`src/rtl/ex_alu_ctrl.sv`:
```
// Execute-stage ALU control: registered opcode decode plus an iterative mult/div
// sequencer owning HI/LO, built only when ALU_CTRL_MULDIV_EN is defined.
//
// state    | meaning
// ST_IDLE  | no sequence running, decode accepts new instructions
// ST_MUL   | shift-add multiply, one multiplier bit per cycle
// ST_DIV   | restoring divide, one quotient bit per cycle
// ST_FIX   | sign correction and HI/LO write-back
module ex_alu_ctrl #(
    parameter int N_BITS_FUNC = 6,
    parameter int N_BITS_OP   = 3,
    parameter int N_BITS_CTRL = 4,
    parameter int N_BITS_DATA = 32
) (
    input  logic                   i_clk,
    input  logic                   i_reset,
    input  logic                   i_valid,
    input  logic                   i_flush,
    input  logic [N_BITS_OP-1:0]   i_alu_op,
    input  logic [N_BITS_FUNC-1:0] i_funcion,
    input  logic [N_BITS_DATA-1:0] i_rs_data,
    input  logic [N_BITS_DATA-1:0] i_rt_data,
    output logic [N_BITS_CTRL-1:0] o_alu_ctrl,
    output logic                   o_valid,
    output logic                   o_invalid,
    output logic                   o_stall,
    output logic [N_BITS_DATA-1:0] o_hi,
    output logic [N_BITS_DATA-1:0] o_lo
);

    localparam logic [N_BITS_CTRL-1:0] C_AND  = N_BITS_CTRL'(4'b0000);
    localparam logic [N_BITS_CTRL-1:0] C_OR   = N_BITS_CTRL'(4'b0001);
    localparam logic [N_BITS_CTRL-1:0] C_ADD  = N_BITS_CTRL'(4'b0010);
    localparam logic [N_BITS_CTRL-1:0] C_NOR  = N_BITS_CTRL'(4'b0011);
    localparam logic [N_BITS_CTRL-1:0] C_XOR  = N_BITS_CTRL'(4'b0100);
    localparam logic [N_BITS_CTRL-1:0] C_SLL  = N_BITS_CTRL'(4'b0101);
    localparam logic [N_BITS_CTRL-1:0] C_SUB  = N_BITS_CTRL'(4'b0110);
    localparam logic [N_BITS_CTRL-1:0] C_SLT  = N_BITS_CTRL'(4'b0111);
    localparam logic [N_BITS_CTRL-1:0] C_SRL  = N_BITS_CTRL'(4'b1000);
    localparam logic [N_BITS_CTRL-1:0] C_SRA  = N_BITS_CTRL'(4'b1001);
    localparam logic [N_BITS_CTRL-1:0] C_ILL  = N_BITS_CTRL'(4'b1010);
    localparam logic [N_BITS_CTRL-1:0] C_LUI  = N_BITS_CTRL'(4'b1011);

    localparam logic [N_BITS_FUNC-1:0] F_AND  = N_BITS_FUNC'(6'b100100);
    localparam logic [N_BITS_FUNC-1:0] F_OR   = N_BITS_FUNC'(6'b100101);
    localparam logic [N_BITS_FUNC-1:0] F_ADD  = N_BITS_FUNC'(6'b100000);
    localparam logic [N_BITS_FUNC-1:0] F_ADDU = N_BITS_FUNC'(6'b100001);
    localparam logic [N_BITS_FUNC-1:0] F_NOR  = N_BITS_FUNC'(6'b100111);
    localparam logic [N_BITS_FUNC-1:0] F_XOR  = N_BITS_FUNC'(6'b100110);
    localparam logic [N_BITS_FUNC-1:0] F_SLL  = N_BITS_FUNC'(6'b000000);
    localparam logic [N_BITS_FUNC-1:0] F_SUB  = N_BITS_FUNC'(6'b100010);
    localparam logic [N_BITS_FUNC-1:0] F_SUBU = N_BITS_FUNC'(6'b100011);
    localparam logic [N_BITS_FUNC-1:0] F_SLT  = N_BITS_FUNC'(6'b101010);
    localparam logic [N_BITS_FUNC-1:0] F_SRL  = N_BITS_FUNC'(6'b000010);
    localparam logic [N_BITS_FUNC-1:0] F_SRA  = N_BITS_FUNC'(6'b000011);

    logic [N_BITS_CTRL-1:0] dec_ctrl;
    logic                   dec_invalid;
    logic                   busy;

`ifdef ALU_CTRL_MULDIV_EN
    localparam logic [N_BITS_CTRL-1:0] C_MFHI = N_BITS_CTRL'(4'b1100);
    localparam logic [N_BITS_CTRL-1:0] C_MFLO = N_BITS_CTRL'(4'b1101);
    localparam logic [N_BITS_CTRL-1:0] C_NOP  = N_BITS_CTRL'(4'b1110);
    localparam logic [N_BITS_FUNC-1:0] F_MFHI  = N_BITS_FUNC'(6'b010000);
    localparam logic [N_BITS_FUNC-1:0] F_MFLO  = N_BITS_FUNC'(6'b010010);
    localparam logic [N_BITS_FUNC-1:0] F_MULT  = N_BITS_FUNC'(6'b011000);
    localparam logic [N_BITS_FUNC-1:0] F_MULTU = N_BITS_FUNC'(6'b011001);
    localparam logic [N_BITS_FUNC-1:0] F_DIV   = N_BITS_FUNC'(6'b011010);
    localparam logic [N_BITS_FUNC-1:0] F_DIVU  = N_BITS_FUNC'(6'b011011);
    logic dec_muldiv;
`endif

    always_comb begin
        dec_ctrl    = C_ILL;
        dec_invalid = 1'b0;
`ifdef ALU_CTRL_MULDIV_EN
        dec_muldiv  = 1'b0;
`endif
        case (i_alu_op)
            N_BITS_OP'(3'b000): dec_ctrl = C_ADD;
            N_BITS_OP'(3'b001): dec_ctrl = C_SUB;
            N_BITS_OP'(3'b011): dec_ctrl = C_AND;
            N_BITS_OP'(3'b100): dec_ctrl = C_OR;
            N_BITS_OP'(3'b101): dec_ctrl = C_XOR;
            N_BITS_OP'(3'b110): dec_ctrl = C_SLT;
            N_BITS_OP'(3'b111): dec_ctrl = C_LUI;
            N_BITS_OP'(3'b010): begin
                case (i_funcion)
                    F_AND:          dec_ctrl = C_AND;
                    F_OR:           dec_ctrl = C_OR;
                    F_ADD, F_ADDU:  dec_ctrl = C_ADD;
                    F_NOR:          dec_ctrl = C_NOR;
                    F_XOR:          dec_ctrl = C_XOR;
                    F_SLL:          dec_ctrl = C_SLL;
                    F_SUB, F_SUBU:  dec_ctrl = C_SUB;
                    F_SLT:          dec_ctrl = C_SLT;
                    F_SRL:          dec_ctrl = C_SRL;
                    F_SRA:          dec_ctrl = C_SRA;
`ifdef ALU_CTRL_MULDIV_EN
                    F_MFHI:         dec_ctrl = C_MFHI;
                    F_MFLO:         dec_ctrl = C_MFLO;
                    F_MULT, F_MULTU, F_DIV, F_DIVU: begin
                        dec_ctrl   = C_NOP;
                        dec_muldiv = 1'b1;
                    end
`endif
                    default: begin
                        dec_ctrl    = C_ILL;
                        dec_invalid = 1'b1;
                    end
                endcase
            end
            default: dec_ctrl = C_ILL;
        endcase
    end

    logic [N_BITS_CTRL-1:0] ctrl_q, ctrl_d;
    logic                   valid_q, valid_d;
    logic                   invalid_q, invalid_d;

    // A running sequence freezes the decode register so the held instruction
    // is decoded only once the sequencer is back in IDLE.
    always_comb begin
        ctrl_d    = ctrl_q;
        valid_d   = 1'b0;
        invalid_d = 1'b0;
        if (!busy) begin
            ctrl_d    = dec_ctrl;
            valid_d   = i_valid & ~i_flush;
            invalid_d = i_valid & ~i_flush & dec_invalid;
        end
    end

    always_ff @(posedge i_clk or posedge i_reset) begin
        if (i_reset) begin
            ctrl_q    <= C_ILL;
            valid_q   <= 1'b0;
            invalid_q <= 1'b0;
        end else begin
            ctrl_q    <= ctrl_d;
            valid_q   <= valid_d;
            invalid_q <= invalid_d;
        end
    end

    assign o_alu_ctrl = ctrl_q;
    assign o_valid    = valid_q;
    assign o_invalid  = invalid_q;

`ifdef ALU_CTRL_MULDIV_EN
    localparam int CNT_W = $clog2(N_BITS_DATA + 1);
    localparam logic [1:0] ST_IDLE = 2'd0;
    localparam logic [1:0] ST_MUL  = 2'd1;
    localparam logic [1:0] ST_DIV  = 2'd2;
    localparam logic [1:0] ST_FIX  = 2'd3;

    logic [1:0]             state_q, state_d;
    logic [CNT_W-1:0]       cnt_q, cnt_d;
    logic [N_BITS_DATA-1:0] opnd_q, opnd_d;
    logic [N_BITS_DATA-1:0] work_hi_q, work_hi_d;
    logic [N_BITS_DATA-1:0] work_lo_q, work_lo_d;
    logic [N_BITS_DATA-1:0] hi_q, hi_d;
    logic [N_BITS_DATA-1:0] lo_q, lo_d;
    logic                   is_mul_q, is_mul_d;
    logic                   neg_lo_q, neg_lo_d;
    logic                   neg_hi_q, neg_hi_d;
    logic                   stall_q, stall_d;

    logic                   start, op_signed, op_div, a_neg, b_neg;
    logic [N_BITS_DATA-1:0] a_mag, b_mag;
    logic [N_BITS_DATA:0]   mul_sum, div_shift, div_diff;
    logic                   div_ge;
    logic [2*N_BITS_DATA-1:0] prod_raw, prod_neg;

    assign start     = i_valid & dec_muldiv & ~i_flush & (state_q == ST_IDLE);
    assign op_signed = ~i_funcion[0];
    assign op_div    = i_funcion[1];
    assign a_neg     = op_signed & i_rs_data[N_BITS_DATA-1];
    assign b_neg     = op_signed & i_rt_data[N_BITS_DATA-1];
    assign a_mag     = a_neg ? -i_rs_data : i_rs_data;
    assign b_mag     = b_neg ? -i_rt_data : i_rt_data;

    // MUL keeps the product in {work_hi, work_lo}; DIV keeps remainder/quotient there.
    assign mul_sum   = {1'b0, work_hi_q} + (work_lo_q[0] ? {1'b0, opnd_q} : '0);
    assign div_shift = {work_hi_q, work_lo_q[N_BITS_DATA-1]};
    assign div_ge    = div_shift >= {1'b0, opnd_q};
    assign div_diff  = div_shift - {1'b0, opnd_q};
    assign prod_raw  = {work_hi_q, work_lo_q};
    assign prod_neg  = -prod_raw;

    always_comb begin
        state_d   = state_q;
        cnt_d     = cnt_q;
        opnd_d    = opnd_q;
        work_hi_d = work_hi_q;
        work_lo_d = work_lo_q;
        hi_d      = hi_q;
        lo_d      = lo_q;
        is_mul_d  = is_mul_q;
        neg_lo_d  = neg_lo_q;
        neg_hi_d  = neg_hi_q;
        case (state_q)
            ST_IDLE: begin
                if (start) begin
                    cnt_d     = CNT_W'(N_BITS_DATA);
                    opnd_d    = b_mag;
                    is_mul_d  = ~op_div;
                    work_hi_d = '0;
                    work_lo_d = a_mag;
                    neg_lo_d  = a_neg ^ b_neg;
                    neg_hi_d  = op_div ? a_neg : (a_neg ^ b_neg);
                    if (op_div && i_rt_data == '0) begin
                        state_d   = ST_FIX;
                        work_hi_d = i_rs_data;
                        work_lo_d = '1;
                        neg_lo_d  = 1'b0;
                        neg_hi_d  = 1'b0;
                    end else begin
                        state_d = op_div ? ST_DIV : ST_MUL;
                    end
                end
            end
            ST_MUL: begin
                work_hi_d = mul_sum[N_BITS_DATA:1];
                work_lo_d = {mul_sum[0], work_lo_q[N_BITS_DATA-1:1]};
                cnt_d     = cnt_q - 1'b1;
                if (cnt_q == CNT_W'(1)) state_d = ST_FIX;
            end
            ST_DIV: begin
                work_hi_d = div_ge ? div_diff[N_BITS_DATA-1:0] : div_shift[N_BITS_DATA-1:0];
                work_lo_d = {work_lo_q[N_BITS_DATA-2:0], div_ge};
                cnt_d     = cnt_q - 1'b1;
                if (cnt_q == CNT_W'(1)) state_d = ST_FIX;
            end
            default: begin
                if (is_mul_q) begin
                    {hi_d, lo_d} = neg_lo_q ? prod_neg : prod_raw;
                end else begin
                    lo_d = neg_lo_q ? -work_lo_q : work_lo_q;
                    hi_d = neg_hi_q ? -work_hi_q : work_hi_q;
                end
                cnt_d   = '0;
                state_d = ST_IDLE;
            end
        endcase
        if (i_flush) begin
            state_d = ST_IDLE;
            cnt_d   = '0;
            hi_d    = hi_q;
            lo_d    = lo_q;
        end
        stall_d = (state_d != ST_IDLE);
    end

    always_ff @(posedge i_clk or posedge i_reset) begin
        if (i_reset) begin
            state_q   <= ST_IDLE;
            cnt_q     <= '0;
            opnd_q    <= '0;
            work_hi_q <= '0;
            work_lo_q <= '0;
            hi_q      <= '0;
            lo_q      <= '0;
            is_mul_q  <= 1'b0;
            neg_lo_q  <= 1'b0;
            neg_hi_q  <= 1'b0;
            stall_q   <= 1'b0;
        end else begin
            state_q   <= state_d;
            cnt_q     <= cnt_d;
            opnd_q    <= opnd_d;
            work_hi_q <= work_hi_d;
            work_lo_q <= work_lo_d;
            hi_q      <= hi_d;
            lo_q      <= lo_d;
            is_mul_q  <= is_mul_d;
            neg_lo_q  <= neg_lo_d;
            neg_hi_q  <= neg_hi_d;
            stall_q   <= stall_d;
        end
    end

    assign busy    = stall_q;
    assign o_stall = stall_q;
    assign o_hi    = hi_q;
    assign o_lo    = lo_q;
`else
    logic unused_operands;
    assign unused_operands = ^{i_rs_data, i_rt_data};
    assign busy    = 1'b0;
    assign o_stall = 1'b0;
    assign o_hi    = '0;
    assign o_lo    = '0;
`endif

endmodule

```
`config.mk`:
```
export PLATFORM = sky130hd
export DESIGN_NAME = ex_alu_ctrl
export DESIGN_NICKNAME = d
export VERILOG_FILES = /design/src/rtl/ex_alu_ctrl.sv
export SDC_FILE = /design/constraint.sdc
export NUM_CORES = 1
export LEC_CHECK = 0
export CAP_MARGIN = 10
export CORE_MARGIN = 4
export CORE_UTILIZATION = 21
export DETAILED_ROUTE_END_ITERATION = 12
export PLACE_DENSITY = 0.78
export RECOVER_POWER = 25
export SLEW_MARGIN = 20
export SYNTH_ARGS = -nofsm -noshare
export SYNTH_HDL_FRONTEND = slang
export SYNTH_SLANG_ARGS = --single-unit
```
`constraint.sdc`:
```
create_clock -name i_clk -period 0.8 [get_ports i_clk]
set_input_delay 0.16 -clock i_clk [delete_from_list [all_inputs] [get_ports i_clk]]
set_output_delay 0.16 -clock i_clk [all_outputs]
set_load 0.01 [all_outputs]
```
Word-level counts from Yosys, hierarchy flattened --
Cells that the tools add are included.
Storage, ports and cells: bits in latches 0, bits in registers 6, bits in writable memories 0, bits in read-only memories 0, bits of input ports 77, output and inout port bits 71, memories 0, logic and storage cells 33
Operators by class: divide/modulo/power cells 0, bitwise gates (word level) 3, $lt $le $gt $ge 0, $mul 0, mux-type cells 4, add/subtract/negate cells 0, reductions and logical operators 5, shifts and indexed selects 0, equal/unequal tests 18
Operators with widths (number):
- == test 6 bit (second input constant) | 9
- one-hot mux 4 bit (10 select lines) | 1
- one-hot mux 4 bit (8 select lines) | 1
- == test 3 bit (second input constant) | 4
- == test 6 x 2 -> 1 bit (second input constant) | 2
- OR reduction 12 bit | 1
- == test 3 x 2 -> 1 bit (second input constant) | 2
- zero test 6 bit | 1
- OR reduction 2 bit | 2
- == test 3 x 1 -> 1 bit (second input constant) | 1
- zero test 3 bit | 1
- AND 1 bit | 2
- 2-to-1 mux 1 bit | 2
- NOT 1 bit | 1

Logic depth before layout (Yosys ltp) --
Gate-level depths: netlist (run 1).
depth after elaboration 5, mapped depth 5, gate-level depth less buffers 4

Worst setup path before layout (run 1) --
OpenSTA, ideal clock, no wires.
path kind input-to-reg, start input port i_funcion[2], end register ctrl_q[1], in the netlist o_alu_ctrl[1], data required time 0.716 ns, buffers on the path 1, stages on the path 5, setup time 0.084 ns, slack -0.466 ns, data arrival time 1.183 ns, path through buf_6 > or3_1 > a2111oi_2 > a211o_1 > a31oi_1
On the way: word-level cells in the longest chain between the ends 4, elaborated cells on any way between the ends 16, those cells by class eq/ne: 11; mux: 2; reduce/logical: 3
RTL lines:
- start: declaration | RTL line 20 | input logic [N_BITS_FUNC-1:0] i_funcion,
- == test 6 bit | RTL line 89 | case (i_funcion)
- OR reduction 2 bit, on equally long branches
- one-hot mux 4 bit (10 select lines) (*) | RTL line 89
- one-hot mux 4 bit (8 select lines) (*) | RTL line 80 | case (i_alu_op)
- named net ctrl_d[1] | RTL line 118 | logic [N_BITS_CTRL-1:0] ctrl_q, ctrl_d;
- end signal: assignment | RTL line 141 | ctrl_q <= ctrl_d;
- end: declaration | RTL line 118
Mark *: on every way through the listed nets, which the timed path passes. The rest lies on a longest branch.

Worst setup path after layout (run 1) --
start input port i_funcion[5], end register ctrl_q[1], in the netlist o_alu_ctrl[1]
Same word-level chain as after synthesis.

==> impl_metrics.env, run 1 <==
export IMPL_status="complete, but fails checks"
export IMPL_violations="negative setup slack"
export IMPL_area_growth_pct=14.8
export IMPL_netlist_instances=122
export IMPL_die_width_um=76.0
export IMPL_ir_drop_uv=356
export IMPL_fin_crit_ps=1060
export IMPL_cts_tree="yes"
export IMPL_dr_pass1_iters=3
export IMPL_antenna_found_initial=0
export IMPL_layout_nets=230
export IMPL_antenna_cells=0
export IMPL_startpoint_type="primary input"
export IMPL_cts_sinks=6
export IMPL_finalCritPeriodShare_pct=133
export IMPL_async_flop_share_pct=100
export IMPL_p_per_area_nw_per_um2=1120
export IMPL_path_class="in2reg"
export IMPL_clkTransAtPathRegs_ps=30
export IMPL_root_buffer="clkbuf_8"
export IMPL_syn_avg_cell_area_sq_um=7.97
export IMPL_grt_pass1_wl_mm=2.92
export IMPL_tns_ps=-1300
export IMPL_cp_max_fo=6
export IMPL_wl_per_cell_um=9.31
export IMPL_crit_arrival_ps=1200
export IMPL_layout_drive_gt1_share_pct=31.1
export IMPL_final_hold_viol_count=0
export IMPL_ys_seq_area_share_pct=15.7
export IMPL_synth_seq_cells=6
export IMPL_wl_mm=1.89
export IMPL_fp_dieArea_sq_um=5780
export IMPL_synthTopCellsByArea="buf_4 (51%), dfrtp_1 (10%), dfstp_2 (5.4%)"
export IMPL_io_buffers=18
export IMPL_synth_distinct_cells=32
export IMPL_postCtsSetupRepairBufs=0
export IMPL_io_pins=148
export IMPL_cts_buffers=3
export IMPL_place_gp_congestion=0.784
export IMPL_dpl_hpwl_mm=1.53
export IMPL_synthDominantCellAreaShare_pct=51.0
export IMPL_clk_path_buf_depth=2
export IMPL_mostFrequentLayoutCell="conb_1"
export IMPL_initial_core_util_pct=22.0
export IMPL_leakagePower_nw=0.589
export IMPL_dp_slack_ps=-901
export IMPL_drc=0
export IMPL_netlist_area_sq_um=972
export IMPL_via_per_inst=3.55
export IMPL_max_cap_violations=0
export IMPL_die_y_um=76.0
export IMPL_hold_worst_slack_ps=248
export IMPL_design_core_area_sq_um=4410
export IMPL_ant_nets=0
export IMPL_ctsHtreeMaxLevel=1
export IMPL_grt_max_degree=8
export IMPL_synth_area_leader_cell="buf_4"
export IMPL_synth_edf_count=0
export IMPL_rows=24
export IMPL_vias=720
export IMPL_maxSlewViolCount=0
export IMPL_setup_viol=9
export IMPL_maxClockFrequency_ghz=0.943
export IMPL_rsz0062_at_grt="true"
export IMPL_grt_pass1_vias=679
export IMPL_drtIter0Drc=22
export IMPL_layout_common_cells="conb_1 (65), buf_6 (9), buf_2 (8)"
export IMPL_yosys_most_used_dff="dfrtp_1"
export IMPL_overflow=0
export IMPL_end_kind="flip-flop"
export IMPL_hold_class="in2reg"
export IMPL_critPathRequiredTime_ps=940
export IMPL_timing_final_ws_setup_ps=-261
export IMPL_grt_use_total_pct=5.95
export IMPL_yosysWarnings=0
-- synth_stat cells, types with 2 or more instances --
master	n
a211oi_1	2
buf_4	66
nor2_1	7
buf_6	3
nor3_1	4
o21ai_0	3
nand2_1	4
a21oi_1	2
inv_1	2
dfstp_2	2
a31oi_1	3
dfrtp_1	4
-- state kept, by name, summed over array words and instances (netlist names) --
signal      flops
o_valid         1
o_alu_ctrl      4
o_invalid       1
-- kinds of logic (layout without fill, tap and decap cells) --
group | Yosys count | after routing | share of synthesized area [%]
mux | 1 | 1 | 1.03
compound gates | 17 | 17 | 12.4
flops | 6 | 6 | 15.7
buf+inv | 72 | 37 | 56.6
simple gates | 25 | 25 | 13.9
other cells | 1 | 65 | 0.386
-- report_power, final --
part | switching (mW) | total (mW) | internal [mW]
registers | 0.00600 | 0.335 | 0.329
clock network | 0.123 | 0.445 | 0.323
logic | 0.292 | 0.466 | 0.174
-- per-layer routing --
metal,vias to the layer above,part of all wire [%],global-route usage [%]
li1,330,-,-
met1,332,31,5.23
met2,54,54,11.5
met3,4,14,1.89
met4,0,0.95,3.56
met5,-,0,0
-- worst paths after layout --
check / slack (ps) / cells after the start / end / startpoint
worst max-delay path: -260 / 5 / o_alu_ctrl[1] / i_funcion[5]
worst min-delay path: 250 / 3 / o_alu_ctrl[1] / i_alu_op[2]
max in group asynchronous: 260 / 2 / o_alu_ctrl[1] / i_reset
min in group asynchronous: 290 / 2 / o_invalid / i_reset
-- per-stage QoR --
stage,total power [mW],util (%),instances,area [sq um]
floorplan,0.848,-,186,1240
global placement,0.761,23.3,199,1030
detailed placement,0.768,23.3,199,1030
CTS,1.24,24.9,203,1100
global route,1.32,25.3,203,1120
finish,1.25,25.3,203,1120
-- critical path: stages --
cell and delay [ps]:
buf_6 110, or3_4 370, a2111oi_4 320, a211o_1 150, a31oi_1 70
-- layout make-up --
class | count | area (sq um)
fill | 488 | 3300
inverter | 2 | 7.51
multi-input combinational | 108 | 581
timing repair buffer | 32 | 269
sequential | 6 | 153
tap | 52 | 65.1
clock buffer | 3 | 41.3
-- timing repair --
action                     CTS  global route
pin swaps                   11             8
hold buffers                 0             0
resized for setup           73            10
setup endpoints to repair   11            11
gates cloned                 1             0
(Power assumes the default switching activity.)
==> run 2: changes to the inputs <==
CAP_MARGIN = unset   (was 10)
==> results of run 2 <==
No change in the layout: final DEF, timing and power equal those of run 1.
==> run 3: changes to the inputs <==
SKIP_CTS_REPAIR_TIMING = 1   (was unset)
==> run 3 against run 2 <==
  * The run still ends with negative setup slack left
  * Largest cell class unchanged
  * Wire length increased by 6.6%
  * Utilization increased by 1.5 points
  * Largest power group unchanged
  * Total power increased by 2.8%
  * Worst hold slack got worse by 28 ps
  * Critical path type unchanged
==> impl_metrics.env, run 3 (synthesis results as in run 1) <==
export IMPL_status="complete, but fails checks"
export IMPL_violations="negative setup slack"
export IMPL_startpoint_type="primary input"
export IMPL_dr_pass1_iters=4
export IMPL_maxSlewViolCount=0
export IMPL_largest_register_ffs=4
export IMPL_leakagePower_nw=0.650
export IMPL_hold_worst_slack_ps=221
export IMPL_placedCellCount=199
export IMPL_via_per_inst=3.57
export IMPL_end_kind="flip-flop"
export IMPL_max_cap_violations=0
export IMPL_die_y_um=76.0
export IMPL_cts_sinks=6
export IMPL_antenna_found_initial=0
export IMPL_p_per_area_nw_per_um2=1080
export IMPL_critPathRequiredTime_ps=940
export IMPL_cts_buffers=3
export IMPL_final_hold_viol_count=0
export IMPL_setup_viol=10
export IMPL_grt_use_total_pct=5.46
export IMPL_seqCellArea_sq_um=153
export IMPL_ant_nets=0
export IMPL_nFillCells=483
export IMPL_drc=0
export IMPL_maxClockFrequency_ghz=0.892
export IMPL_multi_input_area_sq_um=588
export IMPL_fin_area_sq_um=1180
export IMPL_clk_path_buf_depth=2
export IMPL_grt_pass1_wl_mm=2.66
export IMPL_post_dp_cell_area_sq_um=1030
export IMPL_rows=24
export IMPL_cts_tree="yes"
export IMPL_path_class="in2reg"
export IMPL_grt_max_degree=12
export IMPL_vias=736
export IMPL_antenna_cells=0
export IMPL_layout_common_cells="conb_1 (65), buf_4 (12), buf_6 (9)"
export IMPL_dpl_hpwl_mm=1.53
export IMPL_area_growth_pct=21.5
export IMPL_layout_nets=233
export IMPL_timing_final_ws_setup_ps=-321
export IMPL_io_buffers=18
export IMPL_worstHoldPathCells=2
export IMPL_die_width_um=76.0
export IMPL_crit_arrival_ps=1260
export IMPL_mostFrequentLayoutCell="conb_1"
export IMPL_wl_mm=2.01
export IMPL_instances_no_fill=206
export IMPL_final_core_utilization_pct=26.8
export IMPL_overflow=0
export IMPL_cp_max_fo=5
export IMPL_layout_drive_gt1_share_pct=31.2
export IMPL_ctsHtreeMaxLevel=1
export IMPL_tns_ps=-1410
export IMPL_grt_pass1_vias=641
export IMPL_clkTransAtPathRegs_ps=40
export IMPL_hold_path_startpoint="i_valid"
export IMPL_total_power_mw=1.28
export IMPL_rsz0062_at_grt="true"
export IMPL_root_buffer="clkbuf_8"
export IMPL_hold_class="in2reg"
export IMPL_ir_drop_uv=388
export IMPL_drtIter0Drc=30
export IMPL_wl_per_cell_um=9.77
export IMPL_holdPathEnd="o_valid"
export IMPL_design_core_area_sq_um=4410
export IMPL_initial_core_util_pct=22.0
export IMPL_fp_dieArea_sq_um=5780
export IMPL_place_gp_congestion=0.784
export IMPL_io_pins=148
export IMPL_fin_crit_ps=1120
export IMPL_dp_slack_ps=-901
export IMPL_finalCritPeriodShare_pct=140
run 3: how the worst max path moves through the flow:
stage	to	slack, ps	from	cells after the start
global placement	o_alu_ctrl[1]	-860	i_funcion[5]	5
finish	o_alu_ctrl[1]	-320	i_funcion[5]	5
floorplan	o_alu_ctrl[1]	-380	i_funcion[2]	5
global route	o_alu_ctrl[1]	-370	i_funcion[5]	5
detailed placement	o_alu_ctrl[1]	-900	i_funcion[5]	5
CTS	o_alu_ctrl[1]	-670	i_funcion[5]	5
run 3: power by group:
group          internal (mW)  switching (mW)  total, mW
Clock                  0.323           0.125      0.448
Sequential             0.329         0.00729      0.337
Combinational          0.196           0.301      0.497
Total                  0.848           0.433       1.28
run 3: cell type report:
type / count / area share, %
Clock buffer: 3 / 3.50
Inverter: 2 / 0.636
Multi-Input combinational cell: 108 / 49.8
Sequential cell: 6 / 12.9
Tap cell: 52 / 5.51
Timing Repair Buffer: 35 / 27.6
run 3: critical path, cell delays in order:
cell and delay (ps):
buf_8 100, or3_4 390, a2111oi_4 370, a211o_1 150
a31oi_1 80
run 3: per-layer routing:
layer	GRT usage [%]	share of wire, %	routed length [um]
met3	1.89	13	262
met5	0	0	0
met2	11.0	55	1110
met1	4.37	31	622
met4	3.02	0.94	19
